$ cat config.mk
export PLATFORM = sky130hd
export DESIGN_NAME = step_move_sequencer
export DESIGN_NICKNAME = d
export VERILOG_FILES = /design/src/rtl/step_pkg.sv /design/src/rtl/step_pulse_core.sv /design/src/rtl/step_move_sequencer.sv
export SDC_FILE = /design/constraint.sdc
export NUM_CORES = 1
export LEC_CHECK = 0
export CORE_UTILIZATION = 55
export CTS_BUF_LIST = sky130_fd_sc_hd__clkbuf_4 sky130_fd_sc_hd__clkbuf_8
export CTS_CLUSTER_SIZE = 40
export DETAILED_ROUTE_END_ITERATION = 10
export GPL_TIMING_DRIVEN = 0
export MAX_ROUTING_LAYER = met4
export PLACE_DENSITY = 0.74
export SETUP_SLACK_MARGIN = 0.15
export SYNTH_ARGS = -nofsm -noshare
export SYNTH_HDL_FRONTEND = slang
export SYNTH_SLANG_ARGS = --single-unit
$ cat constraint.sdc
create_clock -name sysclk -period 3.7 [get_ports sysclk]
set_input_delay 0.74 -clock sysclk [delete_from_list [all_inputs] [get_ports sysclk]]
set_output_delay 0.74 -clock sysclk [all_outputs]
set_load 0.02 [all_outputs]
$ cat src/rtl/step_pkg.sv
// Shared types and defaults for the step/direction move sequencer.
package step_pkg;

    localparam int unsigned CNT_W_DEF = 10;
    localparam int unsigned PER_W_DEF = 15;

    typedef enum logic [1:0] {
        IDLE,
        SETUP,
        RUN,
        GAP
    } state_t;

    // Move command at default widths.
    typedef struct packed {
        logic                 dir;
        logic [CNT_W_DEF-1:0] num;
        logic [PER_W_DEF-1:0] half;
    } step_cmd_t;

    function automatic int unsigned max_u(input int unsigned a, input int unsigned b);
        return (a > b) ? a : b;
    endfunction

endpackage

$ cat src/rtl/step_pulse_core.sv
// Pulse generator for one move: num pulses, each low for H then high for H cycles.
module step_pulse_core #(
    parameter int unsigned CNT_W = 10,
    parameter int unsigned PER_W = 15
) (
    input  logic             sysclk,
    input  logic             rst,
    input  logic             clear,
    input  logic             start,
    input  logic [CNT_W-1:0] num,
    input  logic [PER_W-1:0] half,
    output logic             step,
    output logic             done
);

    logic             running;
    logic [PER_W-1:0] half_cnt;
    logic [CNT_W-1:0] pulse_cnt;
    logic             last_pulse;

    // Compare against num-1 so the counter never has to reach num itself.
    assign last_pulse = (pulse_cnt == num - CNT_W'(1));

    // Half-period timing, pulse counting and the step output register.
    always_ff @(posedge sysclk or negedge rst) begin
        if (!rst) begin
            running   <= 1'b0;
            step      <= 1'b1;
            done      <= 1'b0;
            half_cnt  <= '0;
            pulse_cnt <= '0;
        end else begin
            done <= 1'b0;
            if (clear) begin
                running   <= 1'b0;
                step      <= 1'b1;
                half_cnt  <= '0;
                pulse_cnt <= '0;
            end else if (start) begin
                running   <= 1'b1;
                step      <= 1'b0;
                half_cnt  <= '0;
                pulse_cnt <= '0;
            end else if (running) begin
                if (half_cnt == half) begin
                    half_cnt <= '0;
                    if (!step) begin
                        step <= 1'b1;
                        if (last_pulse) begin
                            running <= 1'b0;
                            done    <= 1'b1;
                        end else begin
                            pulse_cnt <= pulse_cnt + CNT_W'(1);
                        end
                    end else begin
                        step <= 1'b0;
                    end
                end else begin
                    half_cnt <= half_cnt + PER_W'(1);
                end
            end
        end
    end

endmodule

$ cat src/rtl/step_move_sequencer.sv
// Move sequencer: queues step commands and runs them with dir setup and dwell gaps.
module step_move_sequencer
    import step_pkg::*;
#(
    parameter int unsigned DEPTH     = 4,
    parameter int unsigned DIR_SETUP = 5,
    parameter int unsigned GAP_CYC   = 10,
    parameter int unsigned CNT_W     = CNT_W_DEF,
    parameter int unsigned PER_W     = PER_W_DEF
) (
    input  logic                   sysclk,
    input  logic                   rst,
    input  logic                   cmd_valid,
    output logic                   cmd_ready,
    input  logic                   cmd_dir,
    input  logic [CNT_W-1:0]       cmd_num,
    input  logic [PER_W-1:0]       cmd_half,
    input  logic                   abort,
    output logic                   step,
    output logic                   dir,
    output logic                   busy,
    output logic                   move_done,
    output logic [$clog2(DEPTH):0] fifo_count
);

    localparam int unsigned PTR_W  = $clog2(DEPTH);
    localparam int unsigned OCC_W  = $clog2(DEPTH) + 1;
    localparam int unsigned WAIT_W = $clog2(max_u(DIR_SETUP, GAP_CYC) + 1);

    localparam logic [WAIT_W-1:0] SETUP_LAST = WAIT_W'(DIR_SETUP - 1);
    localparam logic [WAIT_W-1:0] GAP_LAST   = WAIT_W'(GAP_CYC - 1);
    localparam logic [OCC_W-1:0]  FULL_OCC   = OCC_W'(DEPTH);

    typedef struct packed {
        logic             dir;
        logic [CNT_W-1:0] num;
        logic [PER_W-1:0] half;
    } cmd_t;

    cmd_t              mem [DEPTH];
    cmd_t              head;
    cmd_t              cur;
    logic [PTR_W-1:0]  wr_ptr;
    logic [PTR_W-1:0]  rd_ptr;
    logic [OCC_W-1:0]  count;
    logic              fifo_empty;
    logic              fifo_full;
    logic              push;
    logic              pop;

    state_t            state;
    state_t            state_nxt;
    logic [WAIT_W-1:0] wait_cnt;
    logic              core_start;
    logic              core_done;
    logic              done_nxt;

    assign head       = mem[rd_ptr];
    assign fifo_empty = (count == '0);
    assign fifo_full  = (count == FULL_OCC);
    assign cmd_ready  = !fifo_full && !abort;
    assign push       = cmd_valid && cmd_ready;
    assign fifo_count = count;
    assign busy       = (state != IDLE) || !fifo_empty;
    assign dir        = cur.dir;

    // Command storage; only written on an accepted push.
    always_ff @(posedge sysclk) begin
        if (push) begin
            mem[wr_ptr] <= '{dir: cmd_dir, num: cmd_num, half: cmd_half};
        end
    end

    // FIFO pointers and occupancy; abort flushes everything.
    always_ff @(posedge sysclk or negedge rst) begin
        if (!rst) begin
            wr_ptr <= '0;
            rd_ptr <= '0;
            count  <= '0;
        end else if (abort) begin
            wr_ptr <= '0;
            rd_ptr <= '0;
            count  <= '0;
        end else begin
            if (push) wr_ptr <= wr_ptr + PTR_W'(1);
            if (pop)  rd_ptr <= rd_ptr + PTR_W'(1);
            case ({push, pop})
                2'b10:   count <= count + OCC_W'(1);
                2'b01:   count <= count - OCC_W'(1);
                default: ;
            endcase
        end
    end

    // State register.
    always_ff @(posedge sysclk or negedge rst) begin
        if (!rst) state <= IDLE;
        else      state <= state_nxt;
    end

    // Cycle counter shared by SETUP and GAP, cleared on every state change.
    always_ff @(posedge sysclk or negedge rst) begin
        if (!rst) begin
            wait_cnt <= '0;
        end else if (state_nxt != state) begin
            wait_cnt <= '0;
        end else if (state == SETUP || state == GAP) begin
            wait_cnt <= wait_cnt + WAIT_W'(1);
        end
    end

    // Next-state selection; abort always returns to IDLE.
    always_comb begin
        state_nxt = state;
        if (abort) begin
            state_nxt = IDLE;
        end else begin
            case (state)
                IDLE:    if (!fifo_empty && head.num != '0) state_nxt = SETUP;
                SETUP:   if (wait_cnt == SETUP_LAST) state_nxt = RUN;
                RUN:     if (core_done) state_nxt = GAP;
                GAP:     if (wait_cnt == GAP_LAST) state_nxt = IDLE;
                default: state_nxt = IDLE;
            endcase
        end
    end

    // Per-state strobes: pop, pulse start and move completion.
    always_comb begin
        pop        = 1'b0;
        core_start = 1'b0;
        done_nxt   = 1'b0;
        if (!abort) begin
            case (state)
                IDLE: begin
                    pop      = !fifo_empty;
                    done_nxt = !fifo_empty && (head.num == '0);
                end
                SETUP:   core_start = (wait_cnt == SETUP_LAST);
                RUN:     done_nxt   = core_done;
                default: ;
            endcase
        end
    end

    // Latched command (also the dir output) and the move_done register.
    always_ff @(posedge sysclk or negedge rst) begin
        if (!rst) begin
            cur       <= '0;
            move_done <= 1'b0;
        end else begin
            move_done <= done_nxt;
            if (pop) cur <= head;
        end
    end

    step_pulse_core #(
        .CNT_W (CNT_W),
        .PER_W (PER_W)
    ) u_core (
        .sysclk (sysclk),
        .rst    (rst),
        .clear  (abort),
        .start  (core_start),
        .num    (cur.num),
        .half   (cur.half),
        .step   (step),
        .done   (core_done)
    );

endmodule

# Word level (Yosys, flattened, before mapping)
# Memory sizes are Yosys's and may differ from the RTL's.
# Cells that the tools add are included.
word_totals:
  regBits: 68
  latchBits: 0
  ram_bits: 104
  mem_bits_ro: 0
  inputBits: 30
  elab_cells: 107
  memories: 1
classes:
  addsub: 8
  multipliers: 0
  div: 0
  order_cmp: 0
  n_eq_ne: 13
  shifts: 0
  mux: 49
  n_bitwise: 0
  reduce_logical: 22
mem_list:
  columns: ["name", "depth", "width", "rd", "rd_ports_with_merged_regs", "write_ports", "line", "source"]
  rows:
  - ["mem", 4, 26, 1, 0, 1, "step_move_sequencer.sv:40", "cmd_t mem [DEPTH];"]
ops:
  columns: ["op", "n"]
  rows:
  - ["$mux W10", 6]
  - ["$mux W15", 4]
  - ["$mux W1", 24]
  - ["$mux W2", 9]
  - ["$add A15 B1 Y15 const B", 1]
  - ["$eq A15 B15 Y1", 1]
  - ["$add A10 B1 Y10 const B", 1]
  - ["$eq A10 B10 Y1", 1]
  - ["$logic_not A10 Y1", 1]
  - ["$reduce_bool A10 Y1", 1]
  - ["$sub A10 B1 Y10 const B", 1]
  - ["$reduce_bool A3 Y1", 3]
  - ["$mux W4", 2]
  - ["$pmux W2 S4", 1]
  - ["$reduce_bool A2 Y1", 4]
  - ["$eq A2 B2 Y1 const B", 3]
  - ["$ne A3 B3 Y1 const B", 2]
  - ["$pmux W3 S2", 1]
  - ["$add A2 B1 Y2 const B", 2]
  - ["$add A4 B1 Y4 const B", 1]
  - ["$eq A2 B1 Y1 const B", 2]
  - ["$eq A4 B3 Y1 const B", 1]
  - ["$eq A4 B4 Y1 const B", 1]
  - ["$logic_and A1 B1 Y1", 4]
  - ["12 further kinds", 15]

# Logic depth before layout (Yosys ltp)
# Gate-level depths: netlist of the first run.
depth:
  word_depth: 8
  mapped_depth: 9
  ltp_nobuf: 8

# Modules after synthesis
# Synthesis of the first run repeated with hierarchy kept, for this count alone.
unflattened:
  hier_cells: 523
  hier_area_um2: 7673.6
modules_own_cells:
  columns: ["module", "n_inst", "cells_each", "area_each_um2", "seq_area_each_um2"]
  rows:
  - ["step_move_sequencer", 1, 293, 5704.2, 4124.0]
  - ["step_pulse_core", 1, 230, 1969.4, 701.9]

# Least setup slack after synthesis of the first run
# Ideal clock, no wire load.
synth_timing:
  path_type: "input-to-reg"
  from: "input abort"
  to: "register count[2] (netlist: fifo_count[2])"
  setup_time_ns: 0.132
  arrival_ns: 2.544
  setup_slack_ns: 1.025
  stages: 9
  n_path_buf: 2
  path_cell_list: "clkbuf_1 a211oi_1 clkbuf_1 nor3_1 fa_1 or3_1 nand2_1 xnor2_1 nor2_1"
synth_between:
  elab_chain_len: 6
  word_cells_on_any_way: 9
  classes_between: "eq/ne: 2; mux: 3; reduce/logical: 4"
synth_lines:
  columns: ["item", "line", "source"]
  rows:
  - ["start, declared", "step_move_sequencer.sv:18", "input logic abort,"]
  - ["$logic_not A1 Y1", null, null]
  - ["$logic_and A1 B1 Y1", "step_move_sequencer.sv:61", "assign cmd_ready = !fifo_full && !abort;"]
  - ["$logic_and A1 B1 Y1", "step_move_sequencer.sv:62", "assign push = cmd_valid && cmd_ready;"]
  - ["$eq A2 B1 Y1 / $eq A2 B2 Y1 (equally long branches)", "step_move_sequencer.sv:87", "case ({push, pop})"]
  - ["$pmux W3 S2", "step_move_sequencer.sv:87", null]
  - ["$mux W3", "step_move_sequencer.sv:80", "end else if (abort) begin"]
  - ["end signal, assigned", "step_move_sequencer.sv:88", "2'b10: count <= count + OCC_W'(1);"]
  - ["end signal, assigned", "step_move_sequencer.sv:89", "2'b01: count <= count - OCC_W'(1);"]
  - ["end, declared", "step_move_sequencer.sv:45", "logic [OCC_W-1:0] count;"]
# Parallel ways exist; a longest one is shown, timed or not.
# A chain may end at the register's enable or synchronous reset.

# Worst setup path after layout of the first run
layout_timing:
  from: "input abort"
  to: "output cmd_ready"
layout_between:
  elab_chain_len: 2
layout_lines:
  columns: ["item", "line", "source"]
  rows:
  - ["$logic_not A1 Y1", null, null]
  - ["$logic_and A1 B1 Y1", "step_move_sequencer.sv:61", null]
  - ["end, declared", "step_move_sequencer.sv:14", "output logic cmd_ready,"]
# Every way passes these cells.

==> results of run 1 <==
## power groups by stage
stage / clock network, W / registers [W] / logic [W]
finish: 0.00131 / 0.00253 / 0.00146
global route: 0.00141 / 0.00257 / 0.00161
CTS: 0.00133 / 0.00254 / 0.00148
detailed placement: 0 / 0.00258 / 0.00147
global placement: 0 / 0.00256 / 0.00143
floorplan: 0 / 0.00253 / 0.00108
## layout by cell type (no fill, tap or decap), types with 2 or more instances in the layout
cell type / count
xor2_1: 13
inv_1: 17
clkbuf_1: 10
mux2i_1: 3
nand3_1: 13
o21ai_0: 15
mux2_2: 25
o31ai_1: 6
nand4b_1: 3
xnor2_1: 29
dfrtp_1: 67
a31oi_1: 3
mux4_2: 26
or4_1: 7
nor3_1: 13
inv_6: 4
nand2_1: 23
clkbuf_4: 4
a2111oi_0: 2
clkbuf_8: 17
a21o_1: 2
a21oi_1: 11
or3_1: 10
and2_2: 4
clkinv_2: 2
nor4_1: 5
nor2_1: 34
a211oi_1: 4
nand4_1: 8
buf_1: 3
buf_2: 3
o2111ai_1: 4
edfxtp_1: 104
and4b_1: 3
and4_1: 2
or2_2: 4
bufinv_16: 2
clkdlybuf4s50_1: 36
ha_1: 10
## critical path: cells and delay by family
kind	cells	cell delay, ns
compound gates	1	0.07
buf+inv	4	1.79
## metrics by stage
stage                     setup WS [ns]  utilization  setup TNS, ns
final                             0.360        0.641              0
after global routing              0.255        0.641              0
after CTS                         0.212        0.641              0
after detailed placement          0.212        0.611              0
after global placement           -0.537        0.611         -47.65
after floorplan                    1.02            -              0
## area by class of cell
type | instances | area (um2) | share of cell area
Timing Repair Buffer | 37 | 368 | 0.0430
Inverter | 17 | 63.8 | 0.00746
Sequential cell | 172 | 4830 | 0.564
Multi-Input combinational cell | 307 | 2600 | 0.304
Tap cell | 176 | 220 | 0.0257
Clock inverter | 11 | 133 | 0.0155
Buffer | 18 | 80.1 | 0.00936
Clock buffer | 21 | 264 | 0.0309
## registers in the layout (all words and copies together) (netlist names), 2 cells and up
signal            flops
cur                  25
fifo_count            3
mem                 104
rd_ptr                2
state                 2
u_core.half_cnt      15
u_core.pulse_cnt     10
wait_cnt              4
wr_ptr                2
## final timing paths
path,cells after the start,start,slack (ns),end
min in group sysclk,1,dir$_DFFE_PN0P_,0.52,dir$_DFFE_PN0P_
max in group asynchronous,1,rst,2.71,wait_cnt[2]$_DFFE_PN0P_
worst min register to register,1,dir$_DFFE_PN0P_,0.52,dir$_DFFE_PN0P_
worst max-delay path,5,abort,0.36,cmd_ready
worst min-delay path,1,rst,0.40,cur[21]$_DFFE_PN0P_
worst max register to register,6,state[0]$_DFF_PN0_,0.56,cur[8]$_DFFE_PN0P_
## layer usage
layer,part of all wire,global-route usage
met5,0,-
met4,0.016,0.0720
met3,0.036,0.0503
met2,0.51,0.357
met1,0.44,0.294
## logic make-up after synthesis
kind of cell               Yosys count  share of synthesized area
buffers and inverters               35                     0.0189
adders and majority gates           11                     0.0192
AOI/OAI and AO/OA                   60                     0.0551
DFF                                172                      0.638
muxes                               54                      0.119
xor gates and xnor gates            43                     0.0518
and+or+nand+nor                    139                     0.0986
==> impl_metrics.ini, run 1 <==
[run_status]
outcome = completed

[drt]
wl_mm = 14.2
final_antenna_net_count = 0
first_pass_iters = 4
dr_total_vias = 4432
via_per_inst = 5.84
drc = 0
wl_per_cell_um = 18.6
drt_iter0_drc = 276

[placement]
numPortBuffers = 37
dp.cells = 727
hpwl_mm = 9.52
gp_congestion = 0.879
place_area_um2 = 8160

[logic_synthesis]
synth_top_area_share = 0.413
ys_types = 59
ys_top_cells_by_count = 104 x edfxtp_1, 67 x dfrtp_1, 34 x nor2_1
synthCells = 514
synthArstFlopShare = 0.395
avgSynthCellArea_um2 = 14.7
yosys.cell_count.top_type = edfxtp_1
synth_area_leaders = edfxtp_1 41%, dfrtp_1 22%, mux4_2 7.7%
netlist_area_um2 = 7560
synth_edf_count = 104
postSynthNetCount = 555
ys_seq_elements = 172
seq_area_frac_synth = 0.638
yosys_warnings = 0
yosys.area.top_type = edfxtp_1
synth_ff_type = edfxtp_1

[final_layout]
fin_cells = 759
finalNetCount = 611
finish.instance_area_um2 = 8560
area_growth_pct = 13.1
drive_gt1_frac = 0.178
fill_cells = 1007
antennaDiodeCount = 0

[timing]
max_slew_margin = 0.372
hold_viol_final = 0
setup_viol = 0
period_share = 0.903
worst_pin_slew_ns = 0.936
max_freq_mhz = 299
slew_viol_final = 0
rsz0062_at_grt = false
finClkSkew_ns = 0.0123
min_period_ns = 3.34
hold-worst-slack_ns = 0.399

[clock_tree]
cts-buffers-inserted = 17
clock_latency_ns = 0.44
cts_root_buf = clkbuf_8
clk_path_buf_depth = 2
h-tree-depth = 4
cts_tree = done
post_cts_resize_count = 0
path_clk_slew_ns = 0.09
post_cts_buffers = 0
hold_buffers = 0
cts.sinks = 172

[pwr]
switching_share = 0.305
pwr-share-comb = 0.276
p_int_w = 0.00369
p_seq_frac = 0.478
clkPwrFrac = 0.247
vdd_drop_max_uv = 486
p_total_w = 0.00530
leakagePower_nw = 3.02
power_density_nw_per_um2 = 620
p_sw_w = 0.00162

[floorplanning]
die_width_um = 119
initial_utilization = 0.567
core_um2 = 13300
rows = 42
design.die.area_um2 = 14200
dieHeight_um = 119
io_pins = 38

[worst_setup_path]
worst-path-max-fanout = 10
start_kind = input pin
critPathMaxStageDelay_ns = 0.55
arrival_ns = 2.60
crit_chain = clkdlybuf4s50_1 -> clkbuf_1 -> clkbuf_2 -> a21oi_1 -> clkdlybuf4s50_1
crit_path_frequent_cell = clkdlybuf4s50_1
critPathKind = input pin to primary output
crit_slowest_cell = clkdlybuf4s50_1
critPathRequiredTime_ns = 2.96
endpoint_kind = primary output

[global_routing]
antenna_found_initial = 0
grt_max_degree = 69
grt_overflow_total = 0
grt_pass1_wl_mm = 23.4
grt_use_total = 0.226
first_global_vias = 4602

[worst_hold_path]
min_path_type = input pin to async pin

[flow_run]
drv_cap = 0
Note: power is estimated with default switching activity, not from simulation.
==> inputs of run 2 (changes only) <==
--- a/config.mk
+++ b/config.mk
@@ -5,13 +5,12 @@
 export SDC_FILE = /design/constraint.sdc
 export NUM_CORES = 1
 export LEC_CHECK = 0
-export CORE_UTILIZATION = 55
+export CORE_UTILIZATION = 40
 export CTS_BUF_LIST = sky130_fd_sc_hd__clkbuf_4 sky130_fd_sc_hd__clkbuf_8
 export CTS_CLUSTER_SIZE = 40
 export DETAILED_ROUTE_END_ITERATION = 10
 export GPL_TIMING_DRIVEN = 0
 export MAX_ROUTING_LAYER = met4
-export PLACE_DENSITY = 0.74
 export SETUP_SLACK_MARGIN = 0.15
 export SYNTH_ARGS = -nofsm -noshare
 export SYNTH_HDL_FRONTEND = slang
==> impl_metrics.ini, run 2 (synthesis results as in run 1) <==
[run_status]
outcome = completed

[pwr]
p_sw_w = 0.00164
clkPwrFrac = 0.242
pwr-share-comb = 0.276
p_int_w = 0.00363
vdd_drop_max_uv = 261
leakagePower_nw = 3.01
p_seq_frac = 0.482
switching_share = 0.311
power_density_nw_per_um2 = 611
p_total_w = 0.00526

[global_routing]
antenna_found_initial = 0
first_global_vias = 4565
grt_pass1_wl_mm = 23.9
grt_use_total = 0.166
grt_max_degree = 69
grt_overflow_total = 0

[drt]
drt_iter0_drc = 324
final_antenna_net_count = 0
dr_total_vias = 4379
via_per_inst = 5.39
drc = 0
first_pass_iters = 4
wl_mm = 14.6
wl_per_cell_um = 17.9

[clock_tree]
clk_path_buf_depth = 2
post_cts_buffers = 0
clock_latency_ns = 0.45
path_clk_slew_ns = 0.09
cts_tree = done
h-tree-depth = 4
hold_buffers = 0
cts-buffers-inserted = 17
cts_root_buf = clkbuf_8
cts.sinks = 172

[floorplanning]
dieHeight_um = 140
rows = 49
io_pins = 38
die_width_um = 140
design.die.area_um2 = 19500
core_um2 = 18300
initial_utilization = 0.414

[final_layout]
drive_gt1_frac = 0.178
fin_cells = 812
largest_reg_flops = 104
fill_cells = 1611
final_cell_mix = 104 x edfxtp_1, 67 x dfrtp_1, 36 x clkdlybuf4s50_1
registers.top_by_ff_count = mem
final_core_util = 0.471
area_growth_pct = 13.8
final_common_cell = edfxtp_1
largest_registers = mem (104), cur (25), u_core.half_cnt (15)
finish.instance_area_um2 = 8610
antennaDiodeCount = 0
finalNetCount = 611

[worst_setup_path]
worst-path-max-fanout = 10
crit_slowest_cell = clkdlybuf4s50_1
ff2ff_setup_slack_ns = 0.79
reg2reg_from = rd_ptr[1]$_DFFE_PN0P_
start_kind = input pin
r2r.worst_path.cells = 5
crit_family = buffers and inverters
critPathRequiredTime_ns = 2.96
crit_chain = clkdlybuf4s50_1 -> clkbuf_1 -> clkbuf_2 -> a21oi_1 -> clkdlybuf4s50_1
endpoint_kind = primary output
arrival_ns = 2.60
crit_buf_inv = 4
crit_path_frequent_cell = clkdlybuf4s50_1
critPathMaxStageDelay_ns = 0.56
r2r_end = cur[7]$_DFFE_PN0P_
critPathKind = input pin to primary output

[timing]
worst_pin_slew_ns = 1.03
setup_viol = 0
rsz0062_at_grt = false
max_slew_margin = 0.310
hold_viol_final = 0
finClkSkew_ns = 0.00789
max_freq_mhz = 299
slew_viol_final = 0
period_share = 0.903
hold-worst-slack_ns = 0.381
min_period_ns = 3.34

[placement]
numPortBuffers = 37
hpwl_mm = 9.88
place_area_um2 = 8220
dp.cells = 780
gp_congestion = 0.872

[worst_hold_path]
min_path_type = input pin to async pin

[flow_run]
drv_cap = 0
-- run 2: layer usage --
metal / track usage / part of all wire / vias to the layer above
met5: - / 0 / -
li1: - / - / 2073
met1: 0.208 / 0.46 / 2212
met4: 0.0661 / 0.021 / 0
met2: 0.270 / 0.49 / 72
met3: 0.0282 / 0.022 / 22
-- run 2: worst max path at each step --
stage | start | to | slack [ns] | cells after the start
6_report | abort | cmd_ready | 0.36 | 5
5_1_grt | abort | cmd_ready | 0.24 | 5
4_1_cts | abort | cmd_ready | 0.22 | 5
3_5_place_dp | abort | cmd_ready | 0.22 | 5
3_3_place_gp | rst | cur[6]$_DFFE_PN0P_ | -0.43 | 1
2_1_floorplan | abort | fifo_count[2]$_DFFE_PN0P_ | 1.02 | 9
-- run 2: area by class of cell --
class	instances	area (um2)	area share
Buffer	18	80.1	0.00930
Multi-Input combinational cell	307	2600	0.302
Clock buffer	21	270	0.0314
Timing Repair Buffer	37	368	0.0427
Inverter	17	63.8	0.00741
Tap cell	229	287	0.0333
Clock inverter	11	113	0.0131
Sequential cell	172	4830	0.561
-- run 2: stage by stage --
step	worst slack, ns	setup TNS [ns]
global placement	-0.430	-38.24
floorplan	1.02	0
detailed placement	0.218	0
finish	0.360	0
global route	0.236	0
CTS	0.216	0
-- run 2: power groups by stage --
| stage | logic [W] | clock network (W) | registers [W] |
|---|---|---|---|
| floorplan | 0.00108 | 0 | 0.00253 |
| global placement | 0.00143 | 0 | 0.00257 |
| detailed placement | 0.00147 | 0 | 0.00258 |
| CTS | 0.00148 | 0.00130 | 0.00254 |
| global route | 0.00160 | 0.00137 | 0.00258 |
| finish | 0.00145 | 0.00127 | 0.00254 |
-- run 2: repair_timing --
item / in CTS / in global routing
gates resized for setup: 0 / 1
setup endpoints to repair: 0 / 1
endpoints found under the hold margin: 0 / 0
==> inputs of run 3 (changes only) <==
--- a/config.mk
+++ b/config.mk
@@ -5,6 +5,7 @@
 export SDC_FILE = /design/constraint.sdc
 export NUM_CORES = 1
 export LEC_CHECK = 0
+export ABC_AREA = 1
 export CORE_UTILIZATION = 40
 export CTS_BUF_LIST = sky130_fd_sc_hd__clkbuf_4 sky130_fd_sc_hd__clkbuf_8
 export CTS_CLUSTER_SIZE = 40
==> impl_metrics.ini, run 3 <==
[global_routing]
grt_overflow_total = 0
grt_use_total = 0.183
grt_max_degree = 69
first_global_vias = 5389
use_met1 = 0.239
grt_use_met2 = 0.290
antenna_found_initial = 0
grt.busiest_layer = met2
grt_pass1_wl_mm = 27.6
met3_usage = 0.0345

[worst_setup_path]
critPathKind = input pin to primary output
arrival_ns = 2.12
endpoint_kind = primary output
crit_slowest_cell = clkdlybuf4s50_1
worst-path-max-fanout = 3
crit_path_frequent_cell = clkdlybuf4s50_1
critPathMaxStageDelay_ns = 0.66
crit_chain = clkdlybuf4s50_1 -> a31oi_1 -> clkdlybuf4s50_1
critPathRequiredTime_ns = 2.96
start_kind = input pin

[logic_synthesis]
synthCells = 812
synth_ff_type = edfxtp_1
seq_area_frac_synth = 0.607
avgSynthCellArea_um2 = 9.79
synth_edf_count = 104
synthXorXnorAreaFrac = 0.0386
synthAdderAreaFrac = 0.0183
synth_area_leaders = edfxtp_1 39%, dfrtp_1 21%, nand2_1 9.5%
synthArstFlopShare = 0.395
synthSimpleGateAreaFrac = 0.215
yosys.area.top_type = edfxtp_1
ys_types = 37
synth_top_family_by_area = simple AND/OR/NAND/NOR gates
ys_seq_elements = 172
yosys.cell_count.top_type = nand2_1
netlist_area_um2 = 7950
ys_top_cells_by_count = 202 x nand2_1, 104 x edfxtp_1, 86 x nor2_1
yosys_warnings = 0
synth_compound_area_frac = 0.0705
synth_top_area_share = 0.393
postSynthNetCount = 853
synth_mux_area_frac = 0

[drt]
first_pass_iters = 5
wl_per_cell_um = 14.4
drt_iter0_drc = 283
wl_mm = 16.5
via_per_inst = 4.80
drc = 0
final_antenna_net_count = 0
dr_total_vias = 5509

[clock_tree]
cts_root_buf = clkbuf_8
cts-buffers-inserted = 17
clk_path_buf_depth = 2
hold_buffers = 0
post_cts_buffers = 0
path_clk_slew_ns = 0.10
cts.sinks = 172
h-tree-depth = 4
cts_tree = done
clock_latency_ns = 0.46
post_cts_resize_count = 0

[timing]
period_share = 0.774
setup_viol = 0
worst_slack_ns = 0.838
setup_tns_ns = 0
finClkSkew_ns = 0.0135
min_period_ns = 2.86
hold_viol_final = 0
max_freq_mhz = 349
hold-worst-slack_ns = 0.269
max_slew_margin = 0.418
rsz0062_at_grt = false
slew_viol_final = 0
worst_pin_slew_ns = 0.871

[final_layout]
antennaDiodeCount = 0
finalNetCount = 910
multi_input_area_um2 = 2750
seqCellArea_um2 = 4830
fill_cells = 1859
final_cell_mix = 202 x nand2_1, 104 x edfxtp_1, 82 x nor2_1
area_growth_pct = 14.6
largest_registers = mem (104), cur (25), u_core.half_cnt (15)
finish.instance_area_um2 = 9110
registers.top_by_ff_count = mem
largest_reg_flops = 104
fin_cells = 1147
final_common_cell = nand2_1
drive_gt1_frac = 0.0998

[floorplanning]
dieHeight_um = 143
design.die.area_um2 = 20400
io_pins = 38
die_width_um = 143
initial_utilization = 0.408
core_um2 = 19500
rows = 51

[run_status]
outcome = completed

[pwr]
power_density_nw_per_um2 = 607
leakagePower_nw = 3.68
vdd_drop_max_uv = 243

[placement]
gp_congestion = 0.840
place_area_um2 = 8710
dp.cells = 1115
post-place-ws_ns = 0.593
numPortBuffers = 37
hpwl_mm = 11.3

[worst_hold_path]
min_path_type = input pin to async pin

[flow_run]
drv_cap = 0
[run 3: logic make-up (layout without fill, tap and decap cells)]
| family | Yosys count | after routing |
|---|---|---|
| buffers and inverters | 101 | 171 |
| adder cells (fa/ha/maj) | 11 | 11 |
| AO/OA/AOI/OAI | 103 | 103 |
| XOR/XNOR | 35 | 35 |
| AND/OR/NAND/NOR | 390 | 390 |
| flip-flops | 172 | 172 |
[run 3: layer usage]
metal | routed length, um | vias to the layer above | part of all wire
met5 | 0 | - | 0
li1 | - | 2826 | -
met2 | 7910 | 76 | 0.48
met4 | 182 | 0 | 0.011
met3 | 432 | 17 | 0.026
met1 | 7960 | 2590 | 0.48
[run 3: final cells by class]
cell class	count	area share
plain buffers	29	0.0147
clock buffers	17	0.0257
clock inverters	15	0.0189
inverters	72	0.0297
multi-input cells	539	0.302
flip-flops and latches	172	0.530
well taps	265	0.0364
repair buffers	38	0.0434
[run 3: worst paths after layout]
| check | from | end | slack (ns) | cells past startpoint |
|---|---|---|---|---|
| max | abort | cmd_ready | 0.84 | 3 |
| max reg2reg | fifo_count[0]$_DFFE_PN0P_ | fifo_count[2]$_DFFE_PN0P_ | 1.30 | 10 |
| min in group sysclk | cur[9]$_DFFE_PN0P_ | cur[9]$_DFFE_PN0P_ | 0.51 | 2 |
| max in group asynchronous | rst | u_core.half_cnt[5]$_DFFE_PN0P_ | 3.12 | 2 |
| min reg2reg | cur[9]$_DFFE_PN0P_ | cur[9]$_DFFE_PN0P_ | 0.51 | 2 |
| min | rst | u_core.pulse_cnt[7]$_DFFE_PN0P_ | 0.27 | 2 |
[run 3: through the flow]
step                      power, W   util
final                      0.00553  0.468
after global placement     0.00421  0.444
after CTS                  0.00560  0.468
after global routing       0.00595  0.468
after floorplan            0.00368      -
after detailed placement   0.00425  0.447
[run 3: critical path, delay by kind of cell]
| kind | cells | cell delay [ns] |
|---|---|---|
| AOI/OAI and AO/OA | 1 | 0.27 |
| buffers and inverters | 2 | 1.11 |
[run 3: where the power goes]
group          switching [W]  internal, W
combinational        0.00113     0.000585
sequential          0.000186      0.00229
clock               0.000775     0.000571
total                0.00209      0.00344
